`src/rtl/tf_fifo_writer.sv`:
```
// tf_fifo_writer: producer side of the per-stage twiddle-factor FIFO.
// A start pulse launches a run of strided reads from a synchronous-read BRAM.
// Returned words pass through a 2-entry skid buffer, and the head of that buffer
// drives the downstream FIFO write port.
// Reads are throttled so that the data already buffered plus the data in flight
// from the BRAM never exceeds two words. This allows one word per cycle when
// the FIFO has room, and no data is lost when fifo_full asserts.
module tf_fifo_writer #(
    parameter int float_len     = 32,
    parameter int bram_addr_len = 13,
    parameter int cnt_len       = 13
) (
    input  logic                     clk,
    input  logic                     rst,
    input  logic                     start,
    input  logic [bram_addr_len-1:0] tf_base,
    input  logic [bram_addr_len-1:0] tf_stride,
    input  logic [cnt_len-1:0]       tf_count,
    output logic                     bram_en,
    output logic [bram_addr_len-1:0] bram_addr,
    input  logic [2*float_len-1:0]   bram_dout,
    output logic [2*float_len-1:0]   fifo_din,
    output logic                     fifo_wr_en,
    input  logic                     fifo_full,
    output logic                     busy,
    output logic                     done
);

    localparam int W = 2 * float_len;
    localparam logic [cnt_len-1:0] CNT_ONE = 1;

    typedef enum logic [1:0] {
        IDLE = 2'd0,
        RUN  = 2'd1,
        FIN  = 2'd2
    } state_t;

    state_t                   state;
    logic [bram_addr_len-1:0] addr;
    logic [bram_addr_len-1:0] stride_q;
    logic [cnt_len-1:0]       issue_cnt;
    logic [cnt_len-1:0]       remaining;
    logic [1:0]               occ;
    logic                     rd_pend;
    logic [W-1:0]             buf0;
    logic [W-1:0]             buf1;
    logic                     accept;
    logic [2:0]               level;

    assign fifo_wr_en = (occ != 2'd0);
    assign fifo_din   = buf0;
    assign accept     = fifo_wr_en & ~fifo_full;
    assign bram_addr  = addr;

    // Words buffered plus the word returning from the BRAM next edge.
    // A new read may issue only if, after this cycle's pop, one slot stays free.
    assign level   = {1'b0, occ} + {2'b0, rd_pend};
    assign bram_en = (state == RUN) && (issue_cnt != '0) &&
                     (level < (3'd2 + {2'b0, accept}));

    // Control FSM: latch the run on start, walk addresses, count accepts, pulse done
    always_ff @(posedge clk or negedge rst) begin
        if (!rst) begin
            state     <= IDLE;
            busy      <= 1'b0;
            done      <= 1'b0;
            addr      <= '0;
            stride_q  <= '0;
            issue_cnt <= '0;
            remaining <= '0;
        end else begin
            case (state)
                IDLE: begin
                    done <= 1'b0;
                    if (start) begin
                        addr      <= tf_base;
                        stride_q  <= tf_stride;
                        issue_cnt <= tf_count;
                        remaining <= tf_count;
                        busy      <= 1'b1;
                        state     <= RUN;
                    end
                end
                RUN: begin
                    if (bram_en) begin
                        addr      <= addr + stride_q;
                        issue_cnt <= issue_cnt - CNT_ONE;
                    end
                    if (accept) begin
                        remaining <= remaining - CNT_ONE;
                    end
                    // An empty run finishes one cycle after start.
                    // Otherwise the run finishes on the edge that accepts the last word.
                    if ((remaining == '0) || (accept && (remaining == CNT_ONE))) begin
                        busy  <= 1'b0;
                        done  <= 1'b1;
                        state <= FIN;
                    end
                end
                FIN: begin
                    done  <= 1'b0;
                    state <= IDLE;
                end
                default: begin
                    busy  <= 1'b0;
                    done  <= 1'b0;
                    state <= IDLE;
                end
            endcase
        end
    end

    // Skid buffer: push the returning BRAM word at the tail, pop the head on accept
    always_ff @(posedge clk or negedge rst) begin
        if (!rst) begin
            rd_pend <= 1'b0;
            occ     <= 2'd0;
            buf0    <= '0;
            buf1    <= '0;
        end else begin
            rd_pend <= bram_en;
            case ({rd_pend, accept})
                2'b10: begin
                    if (occ == 2'd0) begin
                        buf0 <= bram_dout;
                    end else begin
                        buf1 <= bram_dout;
                    end
                    occ <= occ + 2'd1;
                end
                2'b01: begin
                    buf0 <= buf1;
                    occ  <= occ - 2'd1;
                end
                2'b11: begin
                    if (occ == 2'd1) begin
                        buf0 <= bram_dout;
                    end else begin
                        buf0 <= buf1;
                        buf1 <= bram_dout;
                    end
                end
                default: begin
                end
            endcase
        end
    end

endmodule
```
`config.mk`:
```
export PLATFORM = sky130hd
export DESIGN_NAME = tf_fifo_writer
export DESIGN_NICKNAME = d
export VERILOG_FILES = /design/src/rtl/tf_fifo_writer.sv
export SDC_FILE = /design/constraint.sdc
export NUM_CORES = 1
export LEC_CHECK = 0
export ABC_AREA = 1
export BUFFER_PORTS_ARGS = -buffer_cell sky130_fd_sc_hd__buf_2
export CAP_MARGIN = 5
export CORE_MARGIN = 2
export CORE_UTILIZATION = 45
export CTS_BUF_LIST = sky130_fd_sc_hd__clkbuf_16
export CTS_CLUSTER_SIZE = 30
export DETAILED_ROUTE_END_ITERATION = 6
export PLACE_DENSITY = 0.75
export SETUP_SLACK_MARGIN = 0.5
export SLEW_MARGIN = 25
export SYNTH_ARGS = -nofsm -noshare
export SYNTH_HDL_FRONTEND = slang
export SYNTH_SLANG_ARGS = --single-unit
```
`constraint.sdc`:
```
create_clock -name clk -period 3.95 [get_ports clk]
set_clock_uncertainty 0.1 [all_clocks]
set_input_delay 0.5925 -clock clk [delete_from_list [all_inputs] [get_ports clk]]
set_output_delay 0.5925 -clock clk [all_outputs]
set_load 0.005 [all_outputs]
```
==> results.cfg, run 1 <==
[worst_setup_path]
path_max_fanout = 5
reg2regPathDepth = 9
cp.arrival_ps = 1900
cp-end-kind = primary output
cp_data_required_time_ps = 3260
cp-start-kind = flop
path_class = flop to primary output

[power]
p_sw_share_pct = 45.3
pwr-share-comb_pct = 50.8
p_per_area_mw_per_mm2 = 929
p_leak_nw = 5.80
p_total_w = 0.0105
switching_power_w = 0.00475
power_frac_seq_pct = 33.1
irDropWorstVdd_mv = 0.480
clkPwrFrac_pct = 16.1
p_int_w = 0.00573

[global_route]
grt_first_pass_wirelength_mm = 41.1
grt_max_degree = 99
antenna_found_initial = 3
globalRouteOverflowTotal = 0
grt_pass1_vias = 8214
groute.usage.overall_pct = 22.6

[timing]
rsz0062_at_grt = no
relSlewSlack_pct = 37.9
finalCritPeriodShare_pct = 65.6
finalMaxSlewViolations = 0
fin_setup_tns_ps = 0
fin_crit_ps = 2590
setup_viol = 0
maxClockFrequency_mhz = 386
tightest_slew_ps = 932
finalHoldViolCount = 0

[die]
fp-row-count = 53
io_pins = 188
dieArea_sq_mm = 0.0224
core-area_sq_mm = 0.0210
die_height_um = 150
die_x_um = 150
start_util_pct = 45.6

[clock_network]
clk_pin_slew_ps = 80
hold_buffers = 0
postCtsResizedCells = 0
htree_levels = 4
cts.path.max_buffers = 2
cts_buffers = 17
clkSinkCount = 187
cts_tree = built
clk_latency_ps = 430
cts_setup_buffers = 0
clockRootBuffer = clkbuf_16

[finish]
final_nets = 1499
multi_input_area_sq_mm = 0.00429
final_cell_count_no_fill = 1658
seqCellArea_sq_mm = 0.00468
area_growth_pct = 18.1
drive_gt1_share_pct = 18.6
utilization_pct = 53.9
fill_cells = 1992

[logic_synthesis]
syn_area_sq_mm = 0.00956
synth_commonest_cells = nand2_1 (346), dfrtp_1 (187), nand3_1 (165)
ys_top_cells_by_area = dfrtp_1 (49%), nand2_1 (14%), nand3_1 (8.6%)
synth_top_area_share_pct = 49.0
ys_seq_area_share_pct = 49.0
synth_edf_count = 0
ys_seq_elements = 187
postSynthCellCount = 1220
synth.most_common_cell = nand2_1
yosys_warnings = 0
avgSynthCellArea_sq_um = 7.83
synthesis.nets = 1352
async_flop_share_pct = 100
yosysUniqueCellTypes = 37
synth-main-ff-cell = dfrtp_1
synth_largest_area_cell = dfrtp_1

[drt]
wirelength_mm = 24.9
viasPerCell = 5.31
ant_nets = 0
via_count = 8807
drc = 0
dr.first_iter.drc_count = 541
wl_per_cell_um = 15.0
drt_pass1_iterations = 4

[run]
cap_viol_max_count = 0

[placed_design]
hpwlAfterDp_mm = 15.9
place_congestion = 0.922
port_buffers = 187
place_inst = 1623

[outcome]
outcome = complete, no violations

[hold_path]
hold_path_class = input port to async pin
power groups by stage:
stage	Combinational (W)	Sequential, W	Clock [W]
final	0.00532	0.00347	0.00169
after global routing	0.00612	0.00358	0.00181
after CTS	0.00534	0.00346	0.00172
after detailed placement	0.00532	0.00349	0
after global placement	0.00518	0.00346	0
after floorplan	0.00383	0.00341	0
stage by stage:
stage	area [sq um]	hold slack, ps	setup slack, ps
floorplan	9560	197	1930
global placement	10700	347	1490
detailed placement	10700	352	1440
CTS	11300	177	1340
global route	11300	174	1210
finish	11300	104	1360
state kept, by name, summed over array words and instances (netlist names):
signal     flops
bram_addr     13
buf1          64
busy           1
done           1
fifo_din      64
issue_cnt     13
occ            2
rd_pend        1
remaining     13
state          2
stride_q      13
final cells by class:
class                   count  share of cell area [%]
clock inverters            15                    1.33
clock buffers              17                    3.77
well taps                 275                    3.05
multi-input cells         887                    38.0
repair buffers            202                    9.92
flip-flops and latches    187                    41.5
diodes                      3                  0.0665
inverters                  72                    2.42
placed cells by master, fill, tap and decap left out, types with 17 or more instances in the layout:
master	Yosys	layout
a31oi_1	67	67
buf_2	31	186
clkbuf_16	0	17
dfrtp_1	187	187
ha_1	24	23
inv_1	69	68
nand2_1	346	343
nand3_1	165	165
nor2_1	115	114
o21ai_0	109	109
worst max-delay path, stage by stage, from the launching register on:
cell	delay, ps
dfrtp_1	410
inv_1	60
ha_1	250
nor2_2	210
a21boi_0	130
nor2_1	120
o21ai_2	90
inv_1	80
buf_2	140
path summary, 6_finish.rpt:
path,from,end,slack (ps)
worst max-delay path,occ[0],bram_en,1360
worst min-delay path,rst,fifo_din[22],100
worst max register to register,occ[0],fifo_din[9],1410
worst min register to register,buf1[17],buf1[17],370
max in group asynchronous,rst,fifo_din[2],2670
min in group clk,tf_stride[3],stride_q[3],260
per-layer routing:
| metal | global-route usage, % | up-vias | routed length (um) |
|---|---|---|---|
| met5 | 0 | - | 0 |
| met4 | 5.99 | 0 | 321 |
| met3 | 4.66 | 21 | 1850 |
| met2 | 34.9 | 319 | 11400 |
| met1 | 32.4 | 4132 | 11400 |
| li1 | - | 4335 | - |
kinds of logic (layout without fill, tap and decap cells):
logic type,after synthesis,in the layout,share of synthesized area (%)
AO/OA/AOI/OAI,206,206,12.1
multiplexers,1,1,0.118
AND/OR/NAND/NOR,646,646,28.1
XOR/XNOR,9,9,0.825
buffers and inverters,146,306,6.51
flip-flops,187,187,49.0
adder cells (fa/ha/maj),25,25,3.35
other,0,3,0
No activity file was read; power rests on OpenSTA's default activity.
==> run 2, diff against run 1 <==
==> constraint.sdc (replaced) <==
create_clock -name clk -period 2.6 [get_ports clk]
set_clock_uncertainty 0.1 [all_clocks]
set_input_delay 0.39 -clock clk [delete_from_list [all_inputs] [get_ports clk]]
set_output_delay 0.39 -clock clk [all_outputs]
set_load 0.005 [all_outputs]
==> run 2 against run 1 <==
Net effect:
- total power rose by 73%
- via count grew 7.3%
- final cell count rose by 3.5%
- setup slack worse by 1000 ps
- critical path type is now flop to flop
- critical path depth is 5 higher
- utilization rose by 4.7 points
- first-iteration DRC count grew 7.2%
- largest power group unchanged
- routed wire length increased by 17%
- sequential share of layout area down 3.3 points
==> results.cfg, run 2 (synthesis results as in run 1) <==
[outcome]
outcome = complete, no violations

[worst_setup_path]
path_class = flop to flop
crit_path_frequent_cell = buf_4
regToRegSetupSlack_ps = 320
slowest_stage = dfrtp_1
cp_data_required_time_ps = 2830
reg2reg_from = occ[0]
crit_family = buffers and inverters
reg2regPathDepth = 13
critical_path_buf_inv_count = 8
timing.rr.end = rd_pend
critPathMaxStageDelay_ps = 400
cp.arrival_ps = 2510
cp-start-kind = flop
path_max_fanout = 3
path_cells = ha_2 -> ha_4 -> a21boi_4 -> nor2_2 -> o21ai_2 -> inv_2 -> buf_4 -> buf_4 -> buf_4 -> buf_4 -> buf_4 -> buf_4 -> buf_4
cp-end-kind = flop

[clock_network]
clkSinkCount = 187
clk_pin_slew_ps = 80
cts_tree = built
cts_buffers = 17
htree_levels = 4
clk_latency_ps = 430
clockRootBuffer = clkbuf_16
cts.path.max_buffers = 2

[drt]
via_count = 9454
dr.first_iter.drc_count = 580
wl_per_cell_um = 17.0
viasPerCell = 5.51
drt-met1-wl_mm = 12.4
ant_nets = 0
drc = 0
route.met2.wl_mm = 13.7
top_layer = met4
met3_wirelength_mm = 2.32
wirelength_mm = 29.2
drt_pass1_iterations = 6

[power]
p_per_area_mw_per_mm2 = 1480
p_total_w = 0.0181
p_leak_nw = 6.24
irDropWorstVdd_mv = 0.710

[hold_path]
holdPathEnd = stride_q[0]
min_path_cells = 3
hold_path_class = input port to flop
hold_start = tf_stride[0]

[timing]
finalCritPeriodShare_pct = 87.7
maxClockFrequency_mhz = 439
finalMaxSlewViolations = 0
finalHoldViolCount = 0
relSlewSlack_pct = 61.8
rsz0062_at_grt = yes
fin_setup_tns_ps = 0
tightest_slew_ps = 572
setup_viol = 0
fin_crit_ps = 2280

[finish]
final_nets = 1559
seqCellArea_sq_mm = 0.00468
utilization_pct = 58.5
drive_gt1_share_pct = 22.9
fill_cells = 1874
mostFrequentLayoutCells = nand2_1 (342), dfrtp_1 (187), buf_2 (185)
multi_input_area_sq_mm = 0.00447
area_growth_pct = 28.3
final_common_cell = nand2_1
design_area_sq_mm = 0.0123

[global_route]
grt_pass1_vias = 8575
grt_max_degree = 67
grt_first_pass_wirelength_mm = 41.8
globalRouteOverflowTotal = 0
groute.usage.overall_pct = 23.1
antenna_found_initial = 2

[placed_design]
hpwlAfterDp_mm = 16.8
placed_area_sq_mm = 0.0108
place_congestion = 0.912
port_buffers = 187

[die]
die_height_um = 150
start_util_pct = 45.6
io_pins = 188
core-area_sq_mm = 0.0210
fp-row-count = 53
die_x_um = 150
dieArea_sq_mm = 0.0224

[run]
cap_viol_max_count = 0
==> run 2: cell types whose count changed in the layout (fill, tap and decap cells not counted), sizes merged, moves of 2 or more <==
cell	previous run	this run
diode	3	1
clkinvlp	1	3
nand2	351	354
buf	201	244
clkbuf	18	28
==> run 2: worst max-delay path by stage <==
stage / start / to / slack [ps] / cells past startpoint
6_report: occ[0] / rd_pend / 320 / 13
5_1_grt: occ[0] / rd_pend / 270 / 13
4_1_cts: occ[0] / bram_en / 350 / 7
3_5_place_dp: occ[0] / fifo_din[52] / 320 / 9
3_3_place_gp: occ[0] / fifo_din[52] / 430 / 9
2_1_floorplan: occ[0] / buf1[63] / 580 / 9
==> run 2: what timing repair did <==
action                     in CTS  in global routing
cloned                          1                 19
hold buffers                    1                  0
resized for setup              12                 47
pin swaps                       3                 11
hold endpoints to repair       55                  0
setup buffers                  12                 16
setup endpoints to repair     145                153
==> run 2: power breakdown <==
group | switching, W | leakage (nW) | internal, W | total, W
clock network | 0.00129 | 0.278 | 0.00129 | 0.00257
registers | 0.000873 | 2.23 | 0.00441 | 0.00528
logic | 0.00597 | 3.74 | 0.00429 | 0.0103
==> run 2: worst register-to-register path: stages, from the launching register on <==
cell and delay [ps]:
dfrtp_1 400, ha_2 210, ha_4 260, a21boi_4 160
nor2_2 50, o21ai_2 70, inv_2 80, buf_4 130
buf_4 110, buf_4 120, buf_4 120, buf_4 120
buf_4 120, buf_4 120
==> run 2: area by class of cell <==
type	instances	area share (%)
sequential	187	38.2
multi-input combinational	891	36.4
timing repair buffer	256	15.3
clock buffer	17	3.47
tap	275	2.81
inverter	72	2.36
clock inverter	15	1.28
timing repair inverter	2	0.143
antenna	1	0.0204
==> run 2: routing by layer <==
metal | GRT usage, % | vias to the layer above
met2 | 38.6 | 453
met5 | 0 | -
met1 | 30.7 | 4461
met3 | 4.88 | 63
met4 | 5.66 | 0
li1 | - | 4477
==> run 2: stage by stage <==
| stage | worst slack (ps) | std cells | hold WS [ps] |
|---|---|---|---|
| final | 320 | 1716 | 45.6 |
| after global routing | 268 | 1715 | 40.1 |
| after CTS | 347 | 1680 | 29.6 |
| after detailed placement | 316 | 1634 | 321 |
| after global placement | 426 | 1634 | 328 |
| after floorplan | 584 | 1220 | -5.59 |
